## src/rtl/copro_fpu_sched.sv

```systemverilog
// rtl/copro_fpu_sched.sv - sequencer between the CPU coprocessor port and the FP adder/multiplier
module copro_fpu_sched #(
  parameter int W       = 32,
  parameter int TIMEOUT = 64,
  parameter int CNT_W   = 16
) (
  input  logic             clk_i,
  input  logic             rst_i,
  input  logic             copro_valid_i,
  input  logic [1:0]       copro_opcode_i,
  input  logic [W-1:0]     copro_op0_i,
  input  logic [W-1:0]     copro_op1_i,
  output logic [W-1:0]     copro_result_o,
  output logic             copro_complete_o,
  output logic             busy_o,
  output logic             err_o,
  output logic [CNT_W-1:0] op_count_o,
  output logic             add_start_o,
  output logic             add_sub_o,
  output logic [W-1:0]     add_a_o,
  output logic [W-1:0]     add_b_o,
  input  logic             add_done_i,
  input  logic [W-1:0]     add_res_i,
  output logic             mul_start_o,
  output logic [W-1:0]     mul_a_o,
  output logic [W-1:0]     mul_b_o,
  input  logic             mul_done_i,
  input  logic [W-1:0]     mul_res_i
);

  localparam int TW = $clog2(TIMEOUT + 1);
  localparam logic [W-1:0] QNAN = W'(32'h7FC0_0000);

  typedef enum logic [2:0] {S_IDLE, S_ISSUE, S_WAIT, S_RESP, S_HOLD} state_t;

  state_t           state_q, state_d;
  logic [1:0]       op_q, op_d;
  logic [W-1:0]     a_q, a_d, b_q, b_d, res_q, res_d;
  logic             err_q, err_d;
  logic [CNT_W-1:0] cnt_q, cnt_d;
  logic [TW-1:0]    tmo_q, tmo_d;
  logic             sel_done;
  logic [W-1:0]     sel_res;

  // opcode 10 is the only legal op that reaches WAIT with op_q[1] set
  assign sel_done = op_q[1] ? mul_done_i : add_done_i;
  assign sel_res  = op_q[1] ? mul_res_i  : add_res_i;

  always_comb begin
    state_d = state_q;
    op_d    = op_q;
    a_d     = a_q;
    b_d     = b_q;
    res_d   = res_q;
    err_d   = err_q;
    cnt_d   = cnt_q;
    tmo_d   = tmo_q;
    case (state_q)
      S_IDLE: begin
        if (copro_valid_i) begin
          op_d  = copro_opcode_i;
          a_d   = copro_op0_i;
          b_d   = copro_op1_i;
          err_d = 1'b0;
          tmo_d = '0;
          if (copro_opcode_i == 2'b11) begin
            res_d   = QNAN;
            err_d   = 1'b1;
            cnt_d   = cnt_q + CNT_W'(1);
            state_d = S_RESP;
          end else begin
            state_d = S_ISSUE;
          end
        end
      end
      S_ISSUE: state_d = S_WAIT;
      S_WAIT: begin
        // a done on the timeout cycle still returns the unit result
        if (sel_done) begin
          res_d   = sel_res;
          cnt_d   = cnt_q + CNT_W'(1);
          state_d = S_RESP;
        end else begin
          tmo_d = tmo_q + TW'(1);
          if (tmo_q == TW'(TIMEOUT - 1)) begin
            res_d   = QNAN;
            err_d   = 1'b1;
            cnt_d   = cnt_q + CNT_W'(1);
            state_d = S_RESP;
          end
        end
      end
      S_RESP:  state_d = S_HOLD;
      S_HOLD:  state_d = S_IDLE;
      default: state_d = S_IDLE;
    endcase
  end

  always_ff @(posedge clk_i) begin
    if (rst_i) begin
      state_q <= S_IDLE;
      op_q    <= '0;
      a_q     <= '0;
      b_q     <= '0;
      res_q   <= '0;
      err_q   <= 1'b0;
      cnt_q   <= '0;
      tmo_q   <= '0;
    end else begin
      state_q <= state_d;
      op_q    <= op_d;
      a_q     <= a_d;
      b_q     <= b_d;
      res_q   <= res_d;
      err_q   <= err_d;
      cnt_q   <= cnt_d;
      tmo_q   <= tmo_d;
    end
  end

  assign busy_o           = (state_q != S_IDLE);
  assign copro_complete_o = (state_q == S_RESP);
  assign copro_result_o   = res_q;
  assign err_o            = err_q;
  assign op_count_o       = cnt_q;
  assign add_start_o      = (state_q == S_ISSUE) && !op_q[1];
  assign mul_start_o      = (state_q == S_ISSUE) && op_q[1];
  assign add_sub_o        = !op_q[1] && op_q[0];
  assign add_a_o          = a_q;
  assign add_b_o          = b_q;
  assign mul_a_o          = a_q;
  assign mul_b_o          = b_q;

endmodule

```

## config.mk

```make
export PLATFORM = sky130hd
export DESIGN_NAME = copro_fpu_sched
export DESIGN_NICKNAME = d
export VERILOG_FILES = /design/src/rtl/copro_fpu_sched.sv
export SDC_FILE = /design/constraint.sdc
export NUM_CORES = 1
export LEC_CHECK = 0
export BUFFER_PORTS_ARGS = -buffer_cell sky130_fd_sc_hd__clkbuf_2
export CORE_AREA = 2 2 124 126
export CTS_BUF_LIST = sky130_fd_sc_hd__clkbuf_8
export CTS_CLUSTER_SIZE = 16
export DETAILED_ROUTE_END_ITERATION = 12
export DIE_AREA = 0 0 126 128
export PLACE_DENSITY = 0.8
export SYNTH_ARGS = -nofsm -noshare
export SYNTH_HDL_FRONTEND = slang
export SYNTH_SLANG_ARGS = --single-unit
```

## constraint.sdc

```tcl
create_clock -name clk_i -period 2.6 [get_ports clk_i]
set_input_delay 0.52 -clock clk_i [delete_from_list [all_inputs] [get_ports clk_i]]
set_output_delay 0.52 -clock clk_i [all_outputs]
set_load 0.05 [all_outputs]
```

==> results of run 1 <==
==> cell usage after synthesis (2+ instances only) <==
library cell	count
nor2b_1	2
mux2_2	24
a31o_2	2
buf_1	2
buf_2	6
inv_1	3
nor4b_1	2
xor2_1	5
nor4_1	6
a211oi_1	9
dfxtp_1	125
mux2i_1	10
buf_6	4
and3b_1	2
buf_4	65
nor2_1	55
a21oi_1	73
nand3_1	6
nand4_1	5
nor3_1	10
o21ai_0	2
ha_1	2
nand2_1	141
xnor2_1	12
clkbuf_1	31
or3_1	2
a22oi_1	23
==> layout by cell type, fill, tap and decap left out, types with 2 or more instances in the layout <==
master / instances
a22oi_1: 23
o21ai_0: 2
nand3_1: 6
nor2_2: 2
buf_4: 10
dfxtp_1: 124
clkbuf_2: 315
ha_1: 2
clkinv_4: 3
clkbuf_8: 18
nand4_1: 5
and3b_1: 2
nand2_1: 141
nor4_1: 6
or3_1: 2
bufinv_16: 3
inv_6: 5
nor3_1: 10
nor2_1: 54
clkinvlp_4: 3
a31o_2: 2
nor2b_1: 2
mux2i_1: 10
mux2_2: 24
a211oi_1: 9
a21oi_1: 73
inv_1: 3
xor2_1: 5
xnor2_1: 12
==> layout make-up <==
class	count	area, um2
clock inverter	14	183
multi-input combinational	412	2320
sequential	125	2500
timing repair buffer	326	1670
inverter	3	11.3
tap	188	235
clock buffer	18	248
fill	1423	7690
==> cell families after synthesis <==
| kind of cell | Yosys count |
|---|---|
| simple gates | 243 |
| fa+ha+maj | 2 |
| flops | 125 |
| compound gates | 116 |
| xor+xnor | 17 |
| buf+inv | 111 |
| mux | 34 |
==> critical path, delay by kind of cell (launching register included) <==
kind | cells | cell delay (ns)
DFF | 1 | 0.55
buffers and inverters | 1 | 0.33
and+or+nand+nor | 1 | 0.39
==> through the flow <==
stage	instance area (um2)	cells	worst slack (ns)	utilization, %
floorplan	5510	648	0.130	-
global placement	6750	1054	0.581	45.4
detailed placement	6750	1054	0.471	45.4
CTS	7180	1086	0.348	48.3
global route	7180	1086	0.265	48.3
finish	7180	1086	0.361	48.3
==> path summary, 6_finish.rpt <==
kind / to / depth (start not counted) / slack (ns)
worst min-delay path: add_b_o[17]$_SDFFE_PP0P_ / 3 / 0.30
worst max register to register: copro_result_o[18]$_SDFFE_PP0P_ / 6 / 0.55
worst max-delay path: mul_start_o / 2 / 0.36
worst min register to register: op_q[0]$_SDFFE_PP0P_ / 2 / 0.46
==> registers in the layout, summed over array words and instances, names as in the netlist <==
register and count:
op_count_o 16, err_o 1, state_q 3, op_q 2
add_b_o 32, copro_result_o 32, add_a_o 32, tmo_q 7
==> power by group through the flow <==
stage          Clock [mW]  Sequential, mW  Combinational [mW]
4_1_cts              1.90            2.16                1.55
5_1_grt              1.98            2.18                1.63
2_1_floorplan           0            2.59               0.845
3_3_place_gp            0            2.20                1.54
6_report             1.83            2.16                1.54
3_5_place_dp            0            2.20                1.55
==> per-layer routing <==
| metal | global-route usage (%) | share of wire, % | up-vias |
|---|---|---|---|
| met3 | 6.14 | 7.7 | 24 |
| met2 | 32.7 | 51 | 226 |
| met4 | 8.27 | 2.4 | 0 |
| met1 | 21.1 | 39 | 2380 |
| li1 | - | - | 2590 |
| met5 | 0 | 0 | - |
==> impl_metrics.json, run 1 <==
{
  "drc": 0,
  "ys_seq_elements": 125,
  "antenna_cells": 0,
  "netSwitchingPower_mw": 2.10,
  "irDropWorstVdd_uv": 307,
  "cp_slowest_cell": "dfxtp_1",
  "combPwrFrac_pct": 27.8,
  "finalSetupViolCount": 0,
  "drive_gt1_share_pct": 44.1,
  "tritoncts": "done",
  "synthesis.nets": 785,
  "rsz0062_at_grt": "false",
  "worstPathArrival_ns": 1.72,
  "synth_xor_area_share_pct": 2.71,
  "final.min_clock_period_ns": 2.24,
  "critPathMaxFanout": 11,
  "startpoint_type": "register",
  "fin_nets": 1022,
  "path_class": "reg -> out",
  "p_per_area_nw_per_um2": 770,
  "worst_hold_slack_ns": 0.295,
  "track_usage_pct": 18.8,
  "rr_startpoint": "state_q[1]$_SDFFE_PP0P_",
  "critPathMaxStageDelay_ns": 0.55,
  "htree_levels": 4,
  "synth_warnings": 0,
  "grt_pass1_wl_um": 23900,
  "internal_power_mw": 3.42,
  "root_buffer": "clkbuf_8",
  "cts_resized": 0,
  "synth_top_area_cell": "dfxtp_1",
  "max-slew-margin-rel_pct": 44.5,
  "routed_wl_um": 15800,
  "worstMarginPinSlew_ns": 0.830,
  "port_buffers": 316,
  "synth_ff_type": "dfxtp_1",
  "netlist_instances": 648,
  "holdCritPathClass": "in -> reg",
  "netlist_area_um2": 5500,
  "p_leak_nw": 3.32,
  "cp-end-kind": "output port",
  "ys_types": 46,
  "ant_nets": 0,
  "max_cap_violations": 0,
  "cts_made_buffers": 17,
  "maxSlewViolCount": 0,
  "skew_ns": 0.0132,
  "clk_pin_slew_ns": 0.08,
  "power_frac_clock_pct": 33.1,
  "status": "complete, no violations",
  "yosysTopAreaCellShare_pct": 45.5,
  "grt_max_degree": 62,
  "synth_top_family_by_area": "simple AND/OR/NAND/NOR gates",
  "ioPinCount": 317,
  "drt-wirelength-per-cell_um": 14.5,
  "hold_path.startpoint": "copro_op1_i[17]",
  "synth_fa_ha_area_share_pct": 0.455,
  "hpwlAfterDp_um": 11900,
  "core_um2": 14900,
  "clk_path_buf_depth": 2,
  "worstSkewPairLatency_ns": 0.44,
  "firstDrtPassIters": 4,
  "grt_pass1_vias": 4733,
  "row_count": 45,
  "seq_area_frac_synth_pct": 45.5,
  "antenna_found_initial": 0,
  "pwr-share-seq_pct": 39.1,
  "cp-startpoint": "state_q[0]$_SDFFE_PP0P_",
  "period_share_pct": 86.1,
  "synth_edf_count": 0,
  "synthArstFlopShare_pct": 0,
  "synthTopCellsByArea": "dfxtp_1 (45%), nand2_1 (9.6%), buf_4 (8.9%)",
  "start_util_pct": 37.0,
  "drt-initial-drc-count": 212,
  "synth-simple-area-share_pct": 19.1,
  "cts_hold_buf": 0,
  "area_delta_synth_final_pct": 30.5,
  "power.total_mw": 5.53,
  "muxShareOfSynthArea_pct": 6.73,
  "grt.overflow.total": 0,
  "via_per_inst": 4.81,
  "cts_num_sinks": 125,
  "hold_viol": 0,
  "routabilityCongestion": 0.828,
  "synth_compound_area_share_pct": 12.8,
  "path_cells": "nor4bb_2 -> clkbuf_2",
  "critPathRequiredTime_ns": 2.08,
  "vias": 5220,
  "avgSynthCellArea_um2": 8.49,
  "fin_tns_setup_ns": 0,
  "p_sw_share_pct": 38.0,
  "post_cts_buffers": 0,
  "die-area_um2": 16100,
  "dieWidth_um": 126,
  "die_h_um": 128,
  "timing.fmax_mhz": 447
}
Power figures use the tool's default switching activity.
==> inputs of run 2 (changes only) <==
--- a/config.mk
+++ b/config.mk
@@ -12,6 +12,7 @@
 export DETAILED_ROUTE_END_ITERATION = 12
 export DIE_AREA = 0 0 126 128
 export PLACE_DENSITY = 0.8
+export REMOVE_ABC_BUFFERS = 1
 export SYNTH_ARGS = -nofsm -noshare
 export SYNTH_HDL_FRONTEND = slang
 export SYNTH_SLANG_ARGS = --single-unit
==> run 2 against run 1 <==
- clock skew is 0.0032 ns lower
- utilization is 0.50 points lower
- combinational power hardly changed
- register-to-register slack hardly changed
- highest routed layer unchanged
==> impl_metrics.json, run 2 (synthesized netlist as in run 1, its figures left out) <==
{
  "row_count": 45,
  "drive_gt1_share_pct": 43.6,
  "pwr-share-seq_pct": 40.3,
  "final_common_cell": "clkbuf_2",
  "tritoncts": "done",
  "timing.fmax_mhz": 469,
  "drc": 0,
  "port_buffers": 316,
  "core_um2": 14900,
  "period_share_pct": 81.9,
  "rsz0062_at_grt": "false",
  "start_util_pct": 37.0,
  "grt_max_degree": 71,
  "worstSkewPairLatency_ns": 0.42,
  "die_h_um": 128,
  "maxSlewViolCount": 0,
  "finalSetupViolCount": 0,
  "startpoint_type": "register",
  "hpwlAfterDp_um": 11600,
  "cts_resized": 0,
  "ioPinCount": 317,
  "cts_made_buffers": 17,
  "rr_startpoint": "state_q[1]$_SDFFE_PP0P_",
  "r2r_cells": 6,
  "p_per_area_nw_per_um2": 756,
  "hold_path.startpoint": "copro_op0_i[2]",
  "track_usage_pct": 18.4,
  "status": "complete, no violations",
  "vias": 5209,
  "cts_hold_buf": 0,
  "path_class": "reg -> out",
  "worstPathArrival_ns": 1.61,
  "grt_pass1_vias": 4585,
  "area_delta_synth_final_pct": 29.1,
  "reg2reg_to": "copro_result_o[4]$_SDFFE_PP0P_",
  "fin_cells": 1082,
  "root_buffer": "clkbuf_8",
  "final_cell_mix": "clkbuf_2 (315), nand2_1 (141), dfxtp_1 (124)",
  "max_cap_violations": 0,
  "grt_pass1_wl_um": 23800,
  "clk_path_buf_depth": 2,
  "p_leak_nw": 3.28,
  "antenna_cells": 0,
  "firstDrtPassIters": 5,
  "internal_power_mw": 3.30,
  "min_path_cells": 3,
  "placed_cell_area_um2": 6710,
  "netSwitchingPower_mw": 2.07,
  "max-slew-margin-rel_pct": 47.9,
  "min_to": "add_a_o[2]$_SDFFE_PP0P_",
  "dieWidth_um": 126,
  "die-area_um2": 16100,
  "clk_pin_slew_ns": 0.08,
  "final.min_clock_period_ns": 2.13,
  "cp-end-kind": "output port",
  "via_per_inst": 4.81,
  "combPwrFrac_pct": 28.4,
  "skew_ns": 0.0100,
  "reg2reg_slack_ns": 0.56,
  "grt.overflow.total": 0,
  "worstMarginPinSlew_ns": 0.779,
  "critPathMaxFanout": 33,
  "hold_viol": 0,
  "htree_levels": 4,
  "critPathRequiredTime_ns": 2.08,
  "fin_area_um2": 7100,
  "holdCritPathClass": "in -> reg",
  "place_inst": 1051,
  "routabilityCongestion": 0.858,
  "routed_wl_um": 15600,
  "antenna_found_initial": 0,
  "cts_num_sinks": 125,
  "ant_nets": 0,
  "post_cts_buffers": 0,
  "power_frac_clock_pct": 31.3,
  "post-route-util_pct": 47.8,
  "fin_tns_setup_ns": 0,
  "drt-wirelength-per-cell_um": 14.4,
  "fin_nets": 1019,
  "p_sw_share_pct": 38.5,
  "drt-initial-drc-count": 337,
  "irDropWorstVdd_uv": 435
}
## run 2: cell count changes in the layout (fill, tap and decap cells not counted), sizes merged
cell / previous run / this run
bufinv: 3 / 2
clkinvlp: 3 / 5
buf: 11 / 8
inv: 8 / 5
clkinv: 3 / 4
## run 2: worst max-delay path by stage
stage,from,to,cells after the start
floorplan,copro_valid_i,tmo_q[6]$_SDFFE_PP0P_,5
global placement,copro_valid_i,err_o$_SDFFE_PP0P_,5
detailed placement,copro_valid_i,err_o$_SDFFE_PP0P_,5
CTS,op_q[1]$_SDFFE_PP0P_,add_sub_o,3
global route,op_q[1]$_SDFFE_PP0P_,add_sub_o,3
finish,op_q[1]$_SDFFE_PP0P_,add_sub_o,3
## run 2: metrics by stage
step / hold slack, ns / power [mW] / worst slack [ns]
finish: 0.306 / 5.37 / 0.470
global route: 0.260 / 5.62 / 0.306
CTS: 0.273 / 5.42 / 0.410
detailed placement: 0.461 / 3.74 / 0.536
global placement: 0.455 / 3.73 / 0.553
floorplan: 0.426 / 3.26 / -1.58
## run 2: cell type report
type,count,area [um2]
clock buffer,18,248
clock inverter,13,143
fill,1427,7760
inverter,3,11.3
multi-input combinational,412,2310
sequential,125,2500
tap,188,235
timing repair buffer,323,1650
## run 2: routing by layer
metal  up-vias  track usage [%]  routed length, um
met4         0             6.27                309
met1      2364             23.9               6680
met2       234             29.0               7330
met5         -                0                  0
li1       2591                -                  -
met3        20             5.72               1230
## run 2: power groups by stage
stage	combinational (mW)	sequential (mW)	clock (mW)
finish	1.53	2.16	1.68
global placement	1.52	2.20	0
detailed placement	1.53	2.21	0
CTS	1.53	2.16	1.72
floorplan	0.376	2.89	0
global route	1.62	2.18	1.82
## run 2: critical path, stage by stage (launching register included)
cell      delay [ns]
dfxtp_2         0.39
buf_4           0.43
nor2b_1         0.09
clkbuf_2        0.27
